File: src/rtl/tlp_xcvr_pkg.sv
// Shared types for the TLP transceiver: the 64-bit beat type, arbitration
// modes and the FSM state visible on the mux debug port.
package tlp_xcvr_pkg;

  typedef logic [63:0] uint64;

  typedef enum logic {
    ARB_RR    = 1'b0,
    ARB_FIXED = 1'b1
  } ArbMode;

  typedef enum logic {
    IDLE   = 1'b0,
    LOCKED = 1'b1
  } MuxState;

  // Buffered beat layout: {sop, eop, data}
  localparam int PAYLOAD_W = 66;

  function automatic logic [PAYLOAD_W-1:0] packBeat(input logic sop, input logic eop,
                                                    input uint64 data);
    return {sop, eop, data};
  endfunction

endpackage

File: src/rtl/tlp_tx_mux_if.sv
// Generic beat stream with framing carried inside the payload.
// A beat transfers on the rising clock edge where valid && ready are both 1;
// valid never depends on ready, and payload is held while valid && !ready.
interface tlp_tx_mux_if #(
  parameter int WIDTH = 66
);
  logic [WIDTH-1:0] payload;
  logic             valid;
  logic             ready;

  modport master (output payload, output valid, input ready);
  modport slave  (input payload, input valid, output ready);
endinterface

File: src/rtl/tlp_skid_buffer.sv
// Two-entry skid buffer. Upstream ready is a flop, so there is no
// combinational path from downstream ready back to upstream ready.
module tlp_skid_buffer #(
  parameter int WIDTH = 66
) (
  input  logic          clk,
  input  logic          rst,
  tlp_tx_mux_if.slave   inBus,
  tlp_tx_mux_if.master  outBus
);

  logic [WIDTH-1:0] mem [2];
  logic             wrPtr;
  logic             rdPtr;
  logic [1:0]       count;
  logic [1:0]       countNext;
  logic             spaceReg;
  logic             push;
  logic             pop;

  assign push      = inBus.valid && spaceReg;
  assign pop       = outBus.valid && outBus.ready;
  assign countNext = count + {1'b0, push} - {1'b0, pop};

  always_ff @(posedge clk or posedge rst) begin
    if (rst) begin
      count    <= 2'd0;
      wrPtr    <= 1'b0;
      rdPtr    <= 1'b0;
      spaceReg <= 1'b0;
      mem[0]   <= '0;
      mem[1]   <= '0;
    end else begin
      count    <= countNext;
      spaceReg <= (countNext != 2'd2);
      if (push) begin
        mem[wrPtr] <= inBus.payload;
        wrPtr      <= ~wrPtr;
      end
      if (pop) rdPtr <= ~rdPtr;
    end
  end

  assign inBus.ready    = spaceReg;
  assign outBus.valid   = (count != 2'd0);
  assign outBus.payload = mem[rdPtr];

endmodule

File: src/rtl/tlp_tx_mux.sv
// Packet-atomic N:1 TLP multiplexer: arbitration on SOP beats only, then the
// granted channel is locked until its EOP beat is accepted.
module tlp_tx_mux
  import tlp_xcvr_pkg::*;
#(
  parameter int               NUM_CHAN = 2,
  parameter tlp_xcvr_pkg::ArbMode ARB_MODE = tlp_xcvr_pkg::ARB_RR,
  localparam int              GW       = (NUM_CHAN > 1) ? $clog2(NUM_CHAN) : 1
) (
  input  logic                     pcieClk_in,
  input  logic                     reset_in,
  input  uint64 [NUM_CHAN-1:0]     chData_in,
  input  logic  [NUM_CHAN-1:0]     chSOP_in,
  input  logic  [NUM_CHAN-1:0]     chEOP_in,
  input  logic  [NUM_CHAN-1:0]     chValid_in,
  output logic  [NUM_CHAN-1:0]     chReady_out,
  output uint64                    txData_out,
  output logic                     txSOP_out,
  output logic                     txEOP_out,
  output logic                     txValid_out,
  input  logic                     txReady_in,
  output logic  [GW-1:0]           grantChan_out,
  output MuxState                  fsmState_out
);

  tlp_tx_mux_if #(.WIDTH(PAYLOAD_W)) bufIn ();
  tlp_tx_mux_if #(.WIDTH(PAYLOAD_W)) bufOut ();

  MuxState       state, stateNext;
  logic [GW-1:0] grant, grantNext;
  logic [GW-1:0] lastGrant, lastGrantNext;
  logic          found;
  logic [GW-1:0] winner;
  logic [GW-1:0] sel;
  logic          selOk;
  logic          accept;

  // Only SOP beats compete; RR starts searching just past the last winner.
  always_comb begin
    logic [GW-1:0] idx;
    found  = 1'b0;
    winner = '0;
    idx    = '0;
    for (int i = 0; i < NUM_CHAN; i++) begin
      if (ARB_MODE == ARB_FIXED) idx = GW'(i);
      else                       idx = GW'((int'(lastGrant) + 1 + i) % NUM_CHAN);
      if (!found && chValid_in[idx] && chSOP_in[idx]) begin
        found  = 1'b1;
        winner = idx;
      end
    end
  end

  assign sel           = (state == LOCKED) ? grant : winner;
  assign selOk         = (state == LOCKED) || found;
  assign bufIn.valid   = selOk && chValid_in[sel];
  assign bufIn.payload = packBeat(chSOP_in[sel], chEOP_in[sel], chData_in[sel]);
  assign accept        = bufIn.valid && bufIn.ready;

  always_comb begin
    chReady_out = '0;
    for (int i = 0; i < NUM_CHAN; i++)
      chReady_out[i] = selOk && bufIn.ready && (sel == GW'(i));
  end

  always_comb begin
    stateNext     = state;
    grantNext     = grant;
    lastGrantNext = lastGrant;
    case (state)
      IDLE: begin
        if (accept) begin
          grantNext = winner;
          if (chEOP_in[winner]) lastGrantNext = winner;
          else                  stateNext     = LOCKED;
        end
      end
      LOCKED: begin
        if (accept && chEOP_in[grant]) begin
          stateNext     = IDLE;
          lastGrantNext = grant;
        end
      end
      default: stateNext = IDLE;
    endcase
  end

  // lastGrant resets to the top channel so channel 0 wins the first RR round.
  always_ff @(posedge pcieClk_in or posedge reset_in) begin
    if (reset_in) begin
      state     <= IDLE;
      grant     <= '0;
      lastGrant <= GW'(NUM_CHAN - 1);
    end else begin
      state     <= stateNext;
      grant     <= grantNext;
      lastGrant <= lastGrantNext;
    end
  end

  tlp_skid_buffer #(.WIDTH(PAYLOAD_W)) uSkid (
    .clk    (pcieClk_in),
    .rst    (reset_in),
    .inBus  (bufIn),
    .outBus (bufOut)
  );

  assign bufOut.ready  = txReady_in;
  assign txValid_out   = bufOut.valid;
  assign txData_out    = bufOut.payload[63:0];
  assign txSOP_out     = bufOut.valid && bufOut.payload[65];
  assign txEOP_out     = bufOut.valid && bufOut.payload[64];
  assign grantChan_out = grant;
  assign fsmState_out  = state;

endmodule
File: config.mk
export PLATFORM = sky130hd
export DESIGN_NAME = tlp_tx_mux
export DESIGN_NICKNAME = d
export VERILOG_FILES = /design/src/rtl/tlp_xcvr_pkg.sv /design/src/rtl/tlp_tx_mux_if.sv /design/src/rtl/tlp_skid_buffer.sv /design/src/rtl/tlp_tx_mux.sv
export SDC_FILE = /design/constraint.sdc
export NUM_CORES = 1
export LEC_CHECK = 0
export ABC_AREA = 0
export CAP_MARGIN = 5
export CORE_UTILIZATION = 52
export CTS_BUF_LIST = sky130_fd_sc_hd__clkbuf_16
export DETAILED_ROUTE_END_ITERATION = 8
export PLACE_DENSITY = 0.86
export SLEW_MARGIN = 40
export SYNTH_ARGS = -nofsm -noshare
export SYNTH_HDL_FRONTEND = slang
export SYNTH_HIERARCHICAL = 1
export SYNTH_SLANG_ARGS = --single-unit
File: constraint.sdc
create_clock -name pcieClk_in -period 8 [get_ports pcieClk_in]
set_clock_uncertainty 0.15 [all_clocks]
set_input_delay 2.4 -clock pcieClk_in [delete_from_list [all_inputs] [get_ports pcieClk_in]]
set_output_delay 2.4 -clock pcieClk_in [all_outputs]
set_load 0.1 [all_outputs]
==> results by group, run 1 <==
Global routing
  – Vias in the first global route: 5106
  – Grt met2 use: around two fifths
  – First-pass GRT wire length: 25510 um
  – GR Overflow Total: 0
  – Overall routing resource usage: 22.98%
  – Initial antenna violation count: 1
  – Met3 usage: 6.604%
  – Most Crowded Layer GR: met2
  – Largest net degree at the start of global routing: 84
  – Met1 usage: 27.31%

STA
  – Fin crit share: 84.98%
  – Final Max Slew Viols: 0
  – Hold Slack: around 350 ps
  – Relative slew slack: slightly above 50%
  – Setup violations, final: 0
  – Worst-Margin Slew: 721.6 ps
  – TNS Setup: 0 ps
  – Final Hold Fails: 0
  – Final min period: 6799 ps
  – RSZ-0062 raised after global routing: false
  – Fmax: 0.1471 GHz

Clock tree
  – Post-cts gate resize count: 0
  – H-tree depth: 4
  – CTS root buffer: clkbuf_16
  – Max Root-Sink Buffers: 2
  – Setup Buffers After CTS: 0
  – Worst skew pair latency: 420 ps
  – Cts bufs inserted: 17
  – Reg clk slew, reported paths: 60 ps
  – CTS tree: built
  – Hold buffers post-CTS: 0
  – CTS sink cnt: 140

Route
  – Final wirelength: 15670 um
  – Initial DRC count: ~160
  – Vias/cell: 5.316
  – Total number of vias: 4646
  – Drt wl/cell: 17.93 um
  – Final ANT Viol Nets: 0
  – DRC Markers: 0
  – DR pass1 iterations: 4

Synth
  – Syn nets: 618
  – Post-Syn Area: 7297 sq um
  – Synthesis-stage register bit count: 140
  – Synth Flop Type: dfrtp_1
  – Post-Syn Area per Cell: 15.23 sq um
  – Synth area leaders: dfrtp_1 48%, mux2_2 31%, mux2_4 12%
  – Unique masters post-synth: 36
  – Leading area contributor after synthesis: dfrtp_1
  – Async S/R FF share, synth: 100.0%
  – Synth Instances: 479
  – Yosys top cell area share: 47.67%
  – Ys Warns: 6
  – Number of synthesized flops with an enable pin: 0
  – Most numerous cell in the Yosys netlist: mux2_2
  – Most frequent cells after synthesis: 198 x mux2_2, 139 x dfrtp_1, 60 x mux2_4
  – Sequential fraction of the synthesis area: 48.03%

Worst setup path
  – Critical Path Fanout Max: 11
  – Crit path max-delay cell type: o31ai_4
  – Critical path, cell by cell: clkdlybuf4s50_1, and3_1, o31ai_4, and2_1, buf_12
  – Crit path DAT: 4250 ps
  – Startpoint Class: input pin
  – CP top delay family: buffers and inverters
  – Critical path class: input pin to output port
  – Worst path bufs/invs: 2
  – Crit end category: output port
  – Worst path max stage delay: 610 ps
  – Critical path required time: ~5500 ps

Floorplanning
  – Core area: about 13000 sq um
  – Row cnt: 42
  – Die Area: 14510 sq um
  – Die height: 120.5 um
  – Starting Density: 54.24%
  – IO Pins: 208
  – Die width: 120.5 um

Flow run
  – Max capacitance violation total: 0

Placement
  – Port-buffer cells: ~210
  – Final RePlAce weighted congestion: 0.7446
  – Post-DP HPWL: about 11000 um

Final layout
  – Nets: slightly above 800
  – Area growth syn-to-layout: 34.11%
  – Fin util: between 70% and 80%
  – Share of layout cells above drive strength 1: between 50% and 60%
  – Antenna Cells: 0

Min path
  – Hold Path Class: register to register

Status
  – Run status: completed
final cells by class:
type | count | area (sq um)
flip-flops and latches | 140 | 3508
inverters | 5 | 23.77
multi-input cells | 306 | 3535
fillers | 905 | 3667
well taps | 176 | 220.2
repair buffers | 215 | 1869
clock buffers | 17 | 425.4
clock inverters | 15 | 203.9
worst register-to-register path: stages, from the launching register on:
cell	delay [ps]
dfstp_2	370
and3_1	200
o31ai_4	610
mux2i_1	560
nand3_4	400
buf_12	320
buf_16	180
mux2_4	310
registers in the layout, summed over array words and instances, names as in the netlist:
signal             cells
uSkid/mem            132
uSkid/count            2
fsmState_out           1
grantChan_out          1
lastGrant              1
uSkid/inBus.ready      1
uSkid/rdPtr            1
uSkid/wrPtr            1
cell usage in the layout, fill, tap and decap left out, types with 2 or more instances in the layout:
cell type          n
nand3_1            2
clkbuf_16         17
mux2i_1            2
buf_12             3
inv_1              5
clkinv_1           4
bufinv_16          5
mux2_2           198
clkdlybuf4s50_1  136
mux2_1             6
clkinvlp_4         4
xnor2_1            3
dfrtp_1          138
buf_2             69
buf_4              3
mux2_4            60
ha_1               2
and2_1             3
nor2b_1            3
buf_16             2
nor2_1             2
nand2_1            4
nand2b_1           2
routing by layer:
| layer | up-vias | wire [um] |
|---|---|---|
| li1 | 2159 | - |
| met1 | 2295 | 6500 |
| met2 | 157 | 7635 |
| met3 | 33 | 1112 |
| met4 | 2 | 410 |
| met5 | - | 13 |
logic make-up (layout without fill, tap and decap cells):
logic type | count (synthesis) | after routing | share of synthesized area [%]
DFF | 140 | 140 | 48.03
xor gates and xnor gates | 4 | 4 | 0.4802
adders and majority gates | 2 | 2 | 0.3429
buffers and inverters | 33 | 252 | 3.635
AOI/OAI and AO/OA | 10 | 10 | 1.320
muxes | 266 | 266 | 44.10
and+or+nand+nor | 24 | 24 | 2.092
per-stage QoR:
step	area, sq um	setup WS (ps)	cells
finish	9786	1201	874
global route	9786	1131	874
CTS	9779	1220	874
detailed placement	9150	1222	842
global placement	9394	1295	838
floorplan	7297	279.5	479
final timing paths:
| check | start | end | slack [ps] | cells past startpoint |
|---|---|---|---|---|
| max | chValid_in[0] | chReady_out[1] | 1200 | 5 |
| min | uSkid/mem[124] | uSkid/mem[124] | 350 | 1 |
| max reg2reg | lastGrant | uSkid/mem[22] | 4780 | 7 |
| min reg2reg | uSkid/mem[124] | uSkid/mem[124] | 350 | 1 |
| max in group asynchronous | reset_in | uSkid/rdPtr | 4310 | 3 |
| min in group asynchronous | reset_in | fsmState_out | 2130 | 2 |
Power of run 1 is not shown: default switching activity piles up to over one toggle a cycle in this logic, so the estimate is an artifact.
==> run 2: changes to the inputs <==
- CORE_UTILIZATION: 52 -> 48
- PLACE_DENSITY: 0.86 -> 0.8
- clock period: 8 -> 6.45 ns (I/O delays scaled with it)
==> results by group, run 2 (synthesis results as in run 1) <==
STA
  – Final Hold Fails: 0 (unchanged)
  – Setup violations, final: 0 (unchanged)
  – Fmax: 0.1821 GHz
  – RSZ-0062 raised after global routing: false (unchanged)
  – Final WS setup: 958.2 ps (was 1201 ps)
  – Relative slew slack: 56.03% (was 51.89%)
  – Fin crit share: 85.14%
  – Final min period: 5492 ps
  – Worst-Margin Slew: 659.5 ps (was 721.6 ps)
  – TNS Setup: 0 ps (unchanged)
  – Final Max Slew Viols: 0 (unchanged)

Placement
  – Post-DP HPWL: 10740 um (was 10920 um)
  – Dpl ws: 927.2 ps (was 1222 ps)
  – Dpl cells: 850 (was 842)
  – Port-buffer cells: 207 (unchanged)
  – Final RePlAce weighted congestion: 0.8313 (was 0.7446)

Worst setup path
  – R2R Path Start: fsmState_out (was lastGrant)
  – Startpoint Class: input pin (unchanged)
  – Crit end category: output port (unchanged)
  – Crit path DAT: 3410 ps (was 4250 ps)
  – Critical path class: input pin to output port (unchanged)
  – Worst reg-to-reg path cell count: 6 (was 7)
  – Setup slack, reg-to-reg: 3060 ps (was 4780 ps)
  – Critical Path Fanout Max: 6 (was 11)
  – Critical path required time: 4370 ps (was 5450 ps)
  – Reg2reg end: uSkid/mem[9] (was uSkid/mem[22])

Floorplanning
  – Die width: 125.3 um (was 120.5 um)
  – Die Area: 15700 sq um (was 14510 sq um)
  – IO Pins: 208 (unchanged)
  – Row cnt: 44 (was 42)
  – Die height: 125.3 um (was 120.5 um)
  – Core area: 14700 sq um (was 13450 sq um)
  – Starting Density: 49.64% (was 54.24%)

Flow run
  – Max capacitance violation total: 0 (unchanged)

Final layout
  – Nets: 824 (unchanged)
  – Area growth syn-to-layout: 32.78% (was 34.11%)
  – Filler cell count in the final layout: 1078 (was 905)
  – Footprint of the multi-input gates: 3540 sq um (was 3535 sq um)
  – Max reg flops: 132 (unchanged)
  – Share of layout cells above drive strength 1: 53.15% (was 53.44%)
  – Antenna Cells: 0 (unchanged)
  – Most frequent cells in the layout: 198 x mux2_2, 138 x dfrtp_1, 136 x clkdlybuf4s50_1 (unchanged)
  – Final Non-Filler Cells: 882 (was 874)
  – Largest registers: uSkid/mem (132), uSkid/count (2) (unchanged)
  – Most common cell after layout, fill and taps aside: mux2_2 (unchanged)
  – Storage cell area: 3506 sq um (was 3508 sq um)
  – Largest register by flop count: uSkid/mem (unchanged)

Route
  – Drt wl/cell: 17.27 um (was 17.93 um)
  – DRC Markers: 9 (was 0)
  – DR pass1 iterations: 9 (was 4)
  – Initial DRC count: 191 (was 163)
  – Final wirelength: 15240 um (was 15670 um)
  – Vias/cell: 5.298 (was 5.316)
  – Total number of vias: 4673 (was 4646)
  – Final ANT Viol Nets: 0 (unchanged)

Clock tree
  – Worst skew pair latency: 400 ps (was 420 ps)
  – Reg clk slew, reported paths: 50 ps (was 60 ps)
  – CTS root buffer: clkbuf_16 (unchanged)
  – H-tree depth: 4 (unchanged)
  – CTS sink cnt: 140 (unchanged)
  – Cts bufs inserted: 17 (unchanged)
  – CTS tree: built (unchanged)
  – Max Root-Sink Buffers: 2 (unchanged)
  – Hold buffers post-CTS: 0 (unchanged)
  – Post-cts gate resize count: 0 (unchanged)
  – Setup Buffers After CTS: 0 (unchanged)

Global routing
  – Overall routing resource usage: 20.51% (was 22.98%)
  – Vias in the first global route: 5032 (was 5106)
  – First-pass GRT wire length: 25220 um (was 25510 um)
  – Largest net degree at the start of global routing: 97 (was 84)
  – GR Overflow Total: 0 (unchanged)
  – Initial antenna violation count: 0 (was 1)

Min path
  – Hold Path Depth: 1 (unchanged)
  – Hold Path Class: register to register (unchanged)
  – Hold Path End: uSkid/mem[82] (was uSkid/mem[124])
  – Hold Startpoint: uSkid/mem[82] (was uSkid/mem[124])

Status
  – Violated checks: DRC
  – Run status: finished, violations left (was completed)
run 2: cell count changes in the layout (fill, tap and decap cells not counted), moves of 2 or more:
cell / previous run / this run
buf_4: 3 / 7
clkinvlp_4: 4 / 1
clkinv_2: 1 / 3
bufinv_16: 5 / 3
buf_16: 2 / 0
inv_1: 5 / 8
run 2: area by class of cell:
type	instances	share of cell area [%]
Inverter	5	0.2712
Clock buffer	17	4.390
Tap cell	184	2.376
Multi-Input combinational cell	306	36.53
Timing Repair Buffer	215	18.78
Sequential cell	140	36.18
Clock inverter	15	1.472
run 2: metrics by stage:
step                      utilization, %  area [sq um]  hold slack [ps]
after floorplan                        -          7302            323.6
after global routing               65.92          9689            360.8
final                              65.92          9689            347.1
after global placement             64.39          9464            331.9
after detailed placement           62.04          9119            337.6
after CTS                          65.90          9687            350.2
run 2: worst max-delay path: stages:
cell	delay (ps)
clkdlybuf4s50_1	600
nand2_2	130
o31ai_4	330
and2_1	220
buf_12	180
run 2: how the worst max path moves through the flow:
stage	start	to	slack (ps)	depth (start not counted)
finish	chValid_in[1]	chReady_out[1]	960	5
global route	chValid_in[0]	chReady_out[1]	920	5
CTS	chValid_in[0]	chReady_out[1]	990	5
floorplan	chSOP_in[0]	chReady_out[0]	650	4
global placement	chValid_in[0]	chReady_out[1]	1020	5
detailed placement	chValid_in[0]	uSkid/mem[9]	930	8
run 2: per-layer routing:
metal  vias to the layer above  global-route usage [%]  routed length (um)
li1                       2156                       -                   -
met1                      2363                   25.85                6679
met2                       146                   34.34                7615
met3                         8                   4.921                 784
met4                         0                   7.532                 156
met5                         -                       0                   0
Power of run 2 is left out for the same reason.
